--- src/rtl/rx_core_pkg.sv ---
// Shared rx-core definitions: sync header codes, block-sync state encoding
// and the default lock/unlock thresholds used by the gearbox and top level.
package rx_core_pkg;

   // Legal 64b/66b sync headers
   localparam logic [1:0] SYNC_DATA = 2'b01;
   localparam logic [1:0] SYNC_CTRL = 2'b10;

   // Block-sync state encoding
   typedef enum logic [1:0] {
      ST_HUNT      = 2'd0,
      ST_LOCKED    = 2'd1,
      ST_SLIP_WAIT = 2'd2
   } sync_state_e;

   // Default thresholds
   localparam int unsigned DEF_LOCK_COUNT = 64;
   localparam int unsigned DEF_ERR_LIMIT  = 16;
   localparam int unsigned DEF_WINDOW     = 64;
   localparam int unsigned DEF_SLIP_WAIT  = 32;

endpackage : rx_core_pkg

--- src/rtl/rx_block_sync.sv ---
// 64b/66b block-lock stage between the 32->66 gearbox and the descrambler.
// Hunts for block alignment by checking sync headers and commanding gearbox
// bitslips; once locked, forwards aligned blocks and monitors header errors.
//
// Ports:
//   clk            rx user clock
//   rst            synchronous active-high reset
//   data_in        66-bit block from gearbox, header in [65:64]
//   data_in_valid  data_in holds a new block this cycle
//   data_out       registered copy of data_in (latency 1)
//   data_out_valid block on data_out was sampled while locked
//   slip           single-cycle bitslip request to the gearbox
//   locked         block lock achieved
//   slip_count     saturating count of slips since reset
module rx_block_sync
   import rx_core_pkg::*;
#(
   parameter int unsigned LOCK_COUNT = DEF_LOCK_COUNT,
   parameter int unsigned ERR_LIMIT  = DEF_ERR_LIMIT,
   parameter int unsigned WINDOW     = DEF_WINDOW,
   parameter int unsigned SLIP_WAIT  = DEF_SLIP_WAIT
) (
   input  logic        clk,
   input  logic        rst,
   input  logic [65:0] data_in,
   input  logic        data_in_valid,
   output logic [65:0] data_out,
   output logic        data_out_valid,
   output logic        slip,
   output logic        locked,
   output logic [15:0] slip_count
);

   localparam int unsigned MAX_AB  = (LOCK_COUNT > ERR_LIMIT) ? LOCK_COUNT : ERR_LIMIT;
   localparam int unsigned MAX_CD  = (WINDOW > SLIP_WAIT) ? WINDOW : SLIP_WAIT;
   localparam int unsigned CNT_MAX = (MAX_AB > MAX_CD) ? MAX_AB : MAX_CD;
   localparam int unsigned CNT_W   = $clog2(CNT_MAX) + 1;

   sync_state_e      state_q;
   logic [CNT_W-1:0] good_cnt_q;
   logic [CNT_W-1:0] win_cnt_q;
   logic [CNT_W-1:0] err_cnt_q;
   logic [CNT_W-1:0] wait_cnt_q;
   logic [65:0]      data_out_q;
   logic             data_out_valid_q;
   logic             slip_q;
   logic             locked_q;
   logic [15:0]      slip_count_q;

   logic             hdr_ok_c;
   logic [CNT_W-1:0] good_nxt_c;
   logic [CNT_W-1:0] win_nxt_c;
   logic [CNT_W-1:0] err_nxt_c;
   logic [CNT_W-1:0] wait_nxt_c;
   logic [15:0]      slip_count_inc_c;

   // Header check and counter increments
   always_comb begin
      hdr_ok_c         = (data_in[65:64] == SYNC_DATA) || (data_in[65:64] == SYNC_CTRL);
      good_nxt_c       = good_cnt_q + CNT_W'(1);
      win_nxt_c        = win_cnt_q + CNT_W'(1);
      err_nxt_c        = err_cnt_q + CNT_W'(!hdr_ok_c);
      wait_nxt_c       = wait_cnt_q + CNT_W'(1);
      slip_count_inc_c = (slip_count_q == 16'hFFFF) ? slip_count_q : slip_count_q + 16'd1;
   end

   // Lock FSM with registered outputs; only data_in_valid cycles advance it
   always_ff @(posedge clk) begin
      if (rst) begin
         state_q          <= ST_HUNT;
         good_cnt_q       <= '0;
         win_cnt_q        <= '0;
         err_cnt_q        <= '0;
         wait_cnt_q       <= '0;
         data_out_q       <= '0;
         data_out_valid_q <= 1'b0;
         slip_q           <= 1'b0;
         locked_q         <= 1'b0;
         slip_count_q     <= '0;
      end else begin
         slip_q           <= 1'b0;
         data_out_valid_q <= data_in_valid && (state_q == ST_LOCKED);
         if (data_in_valid) begin
            data_out_q <= data_in;
            case (state_q)
               ST_HUNT: begin
                  if (hdr_ok_c) begin
                     if (good_nxt_c == CNT_W'(LOCK_COUNT)) begin
                        state_q    <= ST_LOCKED;
                        locked_q   <= 1'b1;
                        good_cnt_q <= '0;
                        win_cnt_q  <= '0;
                        err_cnt_q  <= '0;
                     end else begin
                        good_cnt_q <= good_nxt_c;
                     end
                  end else begin
                     state_q      <= ST_SLIP_WAIT;
                     slip_q       <= 1'b1;
                     slip_count_q <= slip_count_inc_c;
                     good_cnt_q   <= '0;
                     wait_cnt_q   <= '0;
                  end
               end
               ST_LOCKED: begin
                  // Unlock takes priority over a coincident window close
                  if (err_nxt_c == CNT_W'(ERR_LIMIT)) begin
                     state_q      <= ST_SLIP_WAIT;
                     locked_q     <= 1'b0;
                     slip_q       <= 1'b1;
                     slip_count_q <= slip_count_inc_c;
                     good_cnt_q   <= '0;
                     win_cnt_q    <= '0;
                     err_cnt_q    <= '0;
                     wait_cnt_q   <= '0;
                  end else if (win_nxt_c == CNT_W'(WINDOW)) begin
                     win_cnt_q <= '0;
                     err_cnt_q <= '0;
                  end else begin
                     win_cnt_q <= win_nxt_c;
                     err_cnt_q <= err_nxt_c;
                  end
               end
               ST_SLIP_WAIT: begin
                  // Gearbox is realigning; headers are ignored here
                  if (wait_nxt_c == CNT_W'(SLIP_WAIT)) begin
                     state_q    <= ST_HUNT;
                     good_cnt_q <= '0;
                     wait_cnt_q <= '0;
                  end else begin
                     wait_cnt_q <= wait_nxt_c;
                  end
               end
               default: state_q <= ST_HUNT;
            endcase
         end
      end
   end

   assign data_out       = data_out_q;
   assign data_out_valid = data_out_valid_q;
   assign slip           = slip_q;
   assign locked         = locked_q;
   assign slip_count     = slip_count_q;

endmodule : rx_block_sync

--- config.mk ---
export PLATFORM = sky130hd
export DESIGN_NAME = rx_block_sync
export DESIGN_NICKNAME = d
export VERILOG_FILES = /design/src/rtl/rx_core_pkg.sv /design/src/rtl/rx_block_sync.sv
export SDC_FILE = /design/constraint.sdc
export NUM_CORES = 1
export LEC_CHECK = 0
export CELL_PAD_IN_SITES_DETAIL_PLACEMENT = 1
export CELL_PAD_IN_SITES_GLOBAL_PLACEMENT = 1
export CORE_MARGIN = 1
export CORE_UTILIZATION = 37
export CTS_CLUSTER_SIZE = 16
export DETAILED_ROUTE_END_ITERATION = 10
export PLACE_DENSITY_LB_ADDON = 0.1
export SLEW_MARGIN = 25
export SYNTH_ARGS = -nofsm -noshare
export SYNTH_HDL_FRONTEND = slang
export SYNTH_SLANG_ARGS = --single-unit
export TNS_END_PERCENT = 20
--- constraint.sdc ---
create_clock -name clk -period 7.44 [get_ports clk]
set_input_delay 1.86 -clock clk [delete_from_list [all_inputs] [get_ports clk]]
set_output_delay 1.86 -clock clk [all_outputs]
set_load 0.005 [all_outputs]
======== Word-level counts from Yosys, hierarchy flattened ========
Cells that the tools add are included.
word-level totals
  register bits ........................... 115
  bits of input ports ..................... 69
  word-level logic and storage cells ...... 76
operators by class
  $add $sub $neg .......................... 5
  equality and inequality tests ........... 15
  muxes and demuxes ....................... 32
  bitwise gates (word level) .............. 1
  reductions and logical operators ........ 13
operators with widths
  cell                                                  number
  2-to-1 mux 7 bit                                      12
  2-to-1 mux 16 bit                                     3
  case mux 7 bit (3 select lines)                       2
  case mux 16 bit (2 select lines)                      1
  case mux 7 bit (2 select lines)                       2
  adder 7 x 1 -> 7 bit (second input constant)          3
  AND reduction 4 bit                                   5
  adder 16 x 1 -> 16 bit (second input constant)        1
  equality test 16 bit (second input constant)          1
  equality test 7 bit (second input constant)           2
  2-to-1 mux 2 bit                                      4
  inequality test 2 bit (second input constant)         4
  adder 7 x 1 -> 7 bit                                  1
  equality test 7 x 5 -> 1 bit (second input constant)  1
  equality test 7 x 6 -> 1 bit (second input constant)  1
  case mux 2 bit (3 select lines)                       1
  2-to-1 mux 1 bit                                      5
  AND reduction 5 bit                                   1
  equality test 2 x 1 -> 1 bit (second input constant)  2
  equality test 2 bit (second input constant)           2
  case mux 1 bit (2 select lines)                       2
  inequality test 3 bit (second input constant)         1
  nonzero test 3 bit                                    1
  logical NOT 2 bit                                     1
  other kinds (7)                                       7

======== Longest topological paths before layout ========
  depth after elaboration ................. 7
  gate-level depth with buffers ........... 10
  depth with buffers taken out ............ 9

======== Worst setup path after synthesis ========
No wires, ideal clock.
  path kind ............................... in2reg
  from .................................... in data_in[65]
  to ...................................... reg good_cnt_q[3]
  data arrival time ....................... 4.098 ns
  slack ................................... 3.271 ns
  stages .................................. 9
  path buffers ............................ 0
  path through ............................ xnor2_1 -> ha_1 -> ha_1 -> nor2_1 -> nor4b_1 -> a211o_1 -> nand4_1 -> or4b_2 -> a21oi_1
between the ends
  cells in the longest elaborated chain, start to end .. 7
ends and longest elaborated chain
  element                                                              RTL line              source
  start: declaration                                                   rx_block_sync.sv:25   input logic [65:0] data_in,
  equality test 2 x 1 -> 1 bit or equality test 2 bit (tied branches)  rx_block_sync.sv:59   hdr_ok_c = (data_in[65:64] == SYNC_DATA) || (data_in[65:64] == SYNC_CTRL);
  logical OR 1 bit *                                                   rx_block_sync.sv:59
  logical NOT 1 bit                                                    rx_block_sync.sv:62   err_nxt_c = err_cnt_q + CNT_W'(!hdr_ok_c);
  adder 7 x 1 -> 7 bit                                                 rx_block_sync.sv:62
  equality test 7 x 5 -> 1 bit                                         rx_block_sync.sv:107  if (err_nxt_c == CNT_W'(ERR_LIMIT)) begin
  inequality test 2 x 1 -> 1 bit (no source line)                      --
  AND reduction 4 bit (no source line)                                 --
  end signal: assignment                                               rx_block_sync.sv:95   good_cnt_q <= good_nxt_c;
  end: declaration                                                     rx_block_sync.sv:40   logic [CNT_W-1:0] good_cnt_q;
Every way passes the cells marked *; elsewhere a longest branch is shown, timed or not.
A chain may end at the register's enable or synchronous reset.

======== Final worst setup path ========
Same ends and word-level chain as after synthesis.

==> flow_summary.toml <==
[synthesis]
ys_types = 60
syn-cell-area_um2 = 5060
async_flop_share_pct = 0
ys_ff_latch = 115
post-synth-top-area-cell = "dfxtp_1"
ys_seq_area_share_pct = 45.5
synth_edf_count = 0
synth_flop_cell = "dfxtp_1"
yosys-top-cells-area = "dfxtp_1 46%, mux2i_1 13%, nor2_1 6.2%, a21oi_1 3.3%, ha_1 2.5%"
synth_cells = 550
syn_avg_cell_area_um2 = 9.20
yosys-top-cells-count = "115 x dfxtp_1, 83 x nor2_1, 68 x mux2i_1, 33 x a21oi_1, 31 x nand2_1"
synth_warnings = 0
yosysMostFrequentCell = "dfxtp_1"
synth_top_area_share_pct = 45.5
syn_nets = 629

[place]
hpwl_um = 10200
portBuffers = 153
place.gp.congestion = 0.818

[route]
wirelength_um = 14700
drtIter0Drc = 196
drc = 0
wl_per_cell_um = 16.6
firstDrtPassIters = 4
drtAntennaViolNets = 0
num_vias = 4604
via_per_inst = 5.20

[timing]
setup_viol = 0
rsz0062_at_grt = "no"
period_minus_slack_ps = 5090
skew_ps = 10.7
finalCritPeriodShare_pct = 68.4
slew_headroom_pct = 43.0
worst_slew_pin_slew_ps = 856
drv_slew = 0
whs_ps = 489
hold_violations = 0
fin_setup_tns_ps = 0
max_freq_mhz = 197

[pwr]
leakage_nw = 2.82
powerDensity_nw_per_um2 = 225
peakVddDrop_uv = 157

[clock_network]
cts-resized-gates = 0
numCtsBuffers = 17
ctsRootBufferMaster = "clkbuf_16"
cts-hold-fix-buffers = 0
clkSinkCount = 115
cts_buffer_depth = 2
cts_tree = "built"
path_clk_slew_ps = 50
clk_latency_ps = 410
cts_max_level = 4
cts_setup_buffers = 0

[critical_path]
worstSetupPathType = "in2reg"
critPathArrivalTime_ps = 5420
cp_max_fo = 14
crit_path_start_kind = "primary input"
worstPathRequired_ps = 7770
r2r_slack_ps = 4470
endpoint_kind = "flop"

[cells_and_area]
drive_above_1_share_pct = 7.04
area_delta_synth_final_pct = 44.1
fillers = 1498
layout.nets = 776
register_area_um2 = 2300
final_core_util_pct = 54.8
antennaDiodeCount = 0
multi_input_area_um2 = 2590

[status]
outcome = "finished, final reports clean"

[global_routing]
grt_pass1_vias = 4961
grt_util_all_layers_pct = 22.0
grt_max_degree = 70
grt_antenna_before_repair = 0
grt_pass1_wl_um = 24600
overflow = 0

[floorplanning]
fp-row-count = 42
ios = 154
fp.dieW_um = 119
die_area_um2 = 14100
core_area_um2 = 13300
start_util_pct = 38.0
die_y_um = 119

[run]
maxCapViolations = 0

[min_path]
hold_class = "reg2reg"
worst paths after layout:
kind	startpoint	end	depth (start not counted)
worst min register to register	wait_cnt_q[6]	wait_cnt_q[6]	2
worst max-delay path	data_in[65]	good_cnt_q[3]	10
worst max register to register	err_cnt_q[0]	good_cnt_q[3]	8
worst min-delay path	wait_cnt_q[6]	wait_cnt_q[6]	2
cell usage in the layout, fill, tap and decap left out, types with 2 or more instances in the layout:
master           instances
or4_1                   13
inv_1                   10
xor2_1                   2
nor3b_1                  3
ha_1                    10
or2_2                    3
o31ai_1                  3
a31o_2                   3
nor4_1                   3
and2_1                   2
bufinv_16                2
nor2_1                  83
nand4_1                  9
mux2i_1                 68
clkbuf_8                 4
buf_4                    3
a22o_1                   4
o2bb2ai_1                3
clkinv_2                 5
nand2b_1                 5
xnor2_1                  3
clkbuf_16               17
a21o_1                   2
nand3_1                 18
a32o_1                   4
dfxtp_1                115
and4_1                   2
nand2_1                 31
a31oi_1                  3
clkbuf_1                 2
clkdlybuf4s50_1        151
o21ai_0                 21
o21a_1                   3
nor3_1                  12
nor2b_1                  4
nand4b_1                 2
a21oi_1                 33
or3_1                   12
and3_1                  10
flip-flops by register name (all words and copies together), names as in the netlist, 2 cells and up:
name and count:
data_out 66, good_cnt_q 7, win_cnt_q 7, state_q 2, wait_cnt_q 7, err_cnt_q 7, slip_count 16
layout make-up:
| cell class | instances | area share [%] |
|---|---|---|
| clock buffer | 23 | 6.69 |
| clock inverter | 9 | 1.39 |
| inverter | 10 | 0.515 |
| multi-input combinational | 398 | 35.6 |
| sequential | 115 | 31.6 |
| tap | 176 | 3.02 |
| timing repair buffer | 155 | 21.2 |
report_power, final:
part	internal [mW]	leakage (nW)	switching, mW
Combinational	0.0999	1.59	0.0742
Clock	0.526	0.293	0.283
Sequential	0.641	0.940	0.0144
through the flow:
stage               instances  instance area, um^2  total power, mW  setup WS [ps]
floorplan                 550                 5060            0.742           3270
global placement          854                 6700            0.837           2120
detailed placement        854                 6700            0.843           1950
CTS                       886                 7290             1.66           2350
global route              886                 7290             1.71           2020
finish                    886                 7290             1.64           2350
routing by layer:
layer  part of all wire, %  vias to the layer above  wire length, um  GRT usage (%)
met5                     0                        -                0              0
met3                   7.0                       18             1020           9.24
met1                    43                     2206             6280           25.0
met2                    49                      112             7150           36.7
li1                      -                     2268                -              -
met4                   1.5                        0              222           8.15
cell families after synthesis:
family,count (synthesis),share of synthesized area (%)
AO/OA/AOI/OAI,95,12.7
multiplexers,69,13.7
AND/OR/NAND/NOR,219,21.6
adder cells (fa/ha/maj),10,2.47
flip-flops,115,45.5
buffers and inverters,37,3.17
XOR/XNOR,5,0.866
worst max-delay path: stages:
cell and delay, ps:
clkdlybuf4s50_1 430, xnor2_1 480, ha_1 320, ha_1 270, nor2_1 120, nor4b_1 360, a211o_1 250, nand4_1 420
or4b_2 760, a21oi_1 130
No activity file was read; power rests on OpenSTA's default activity.
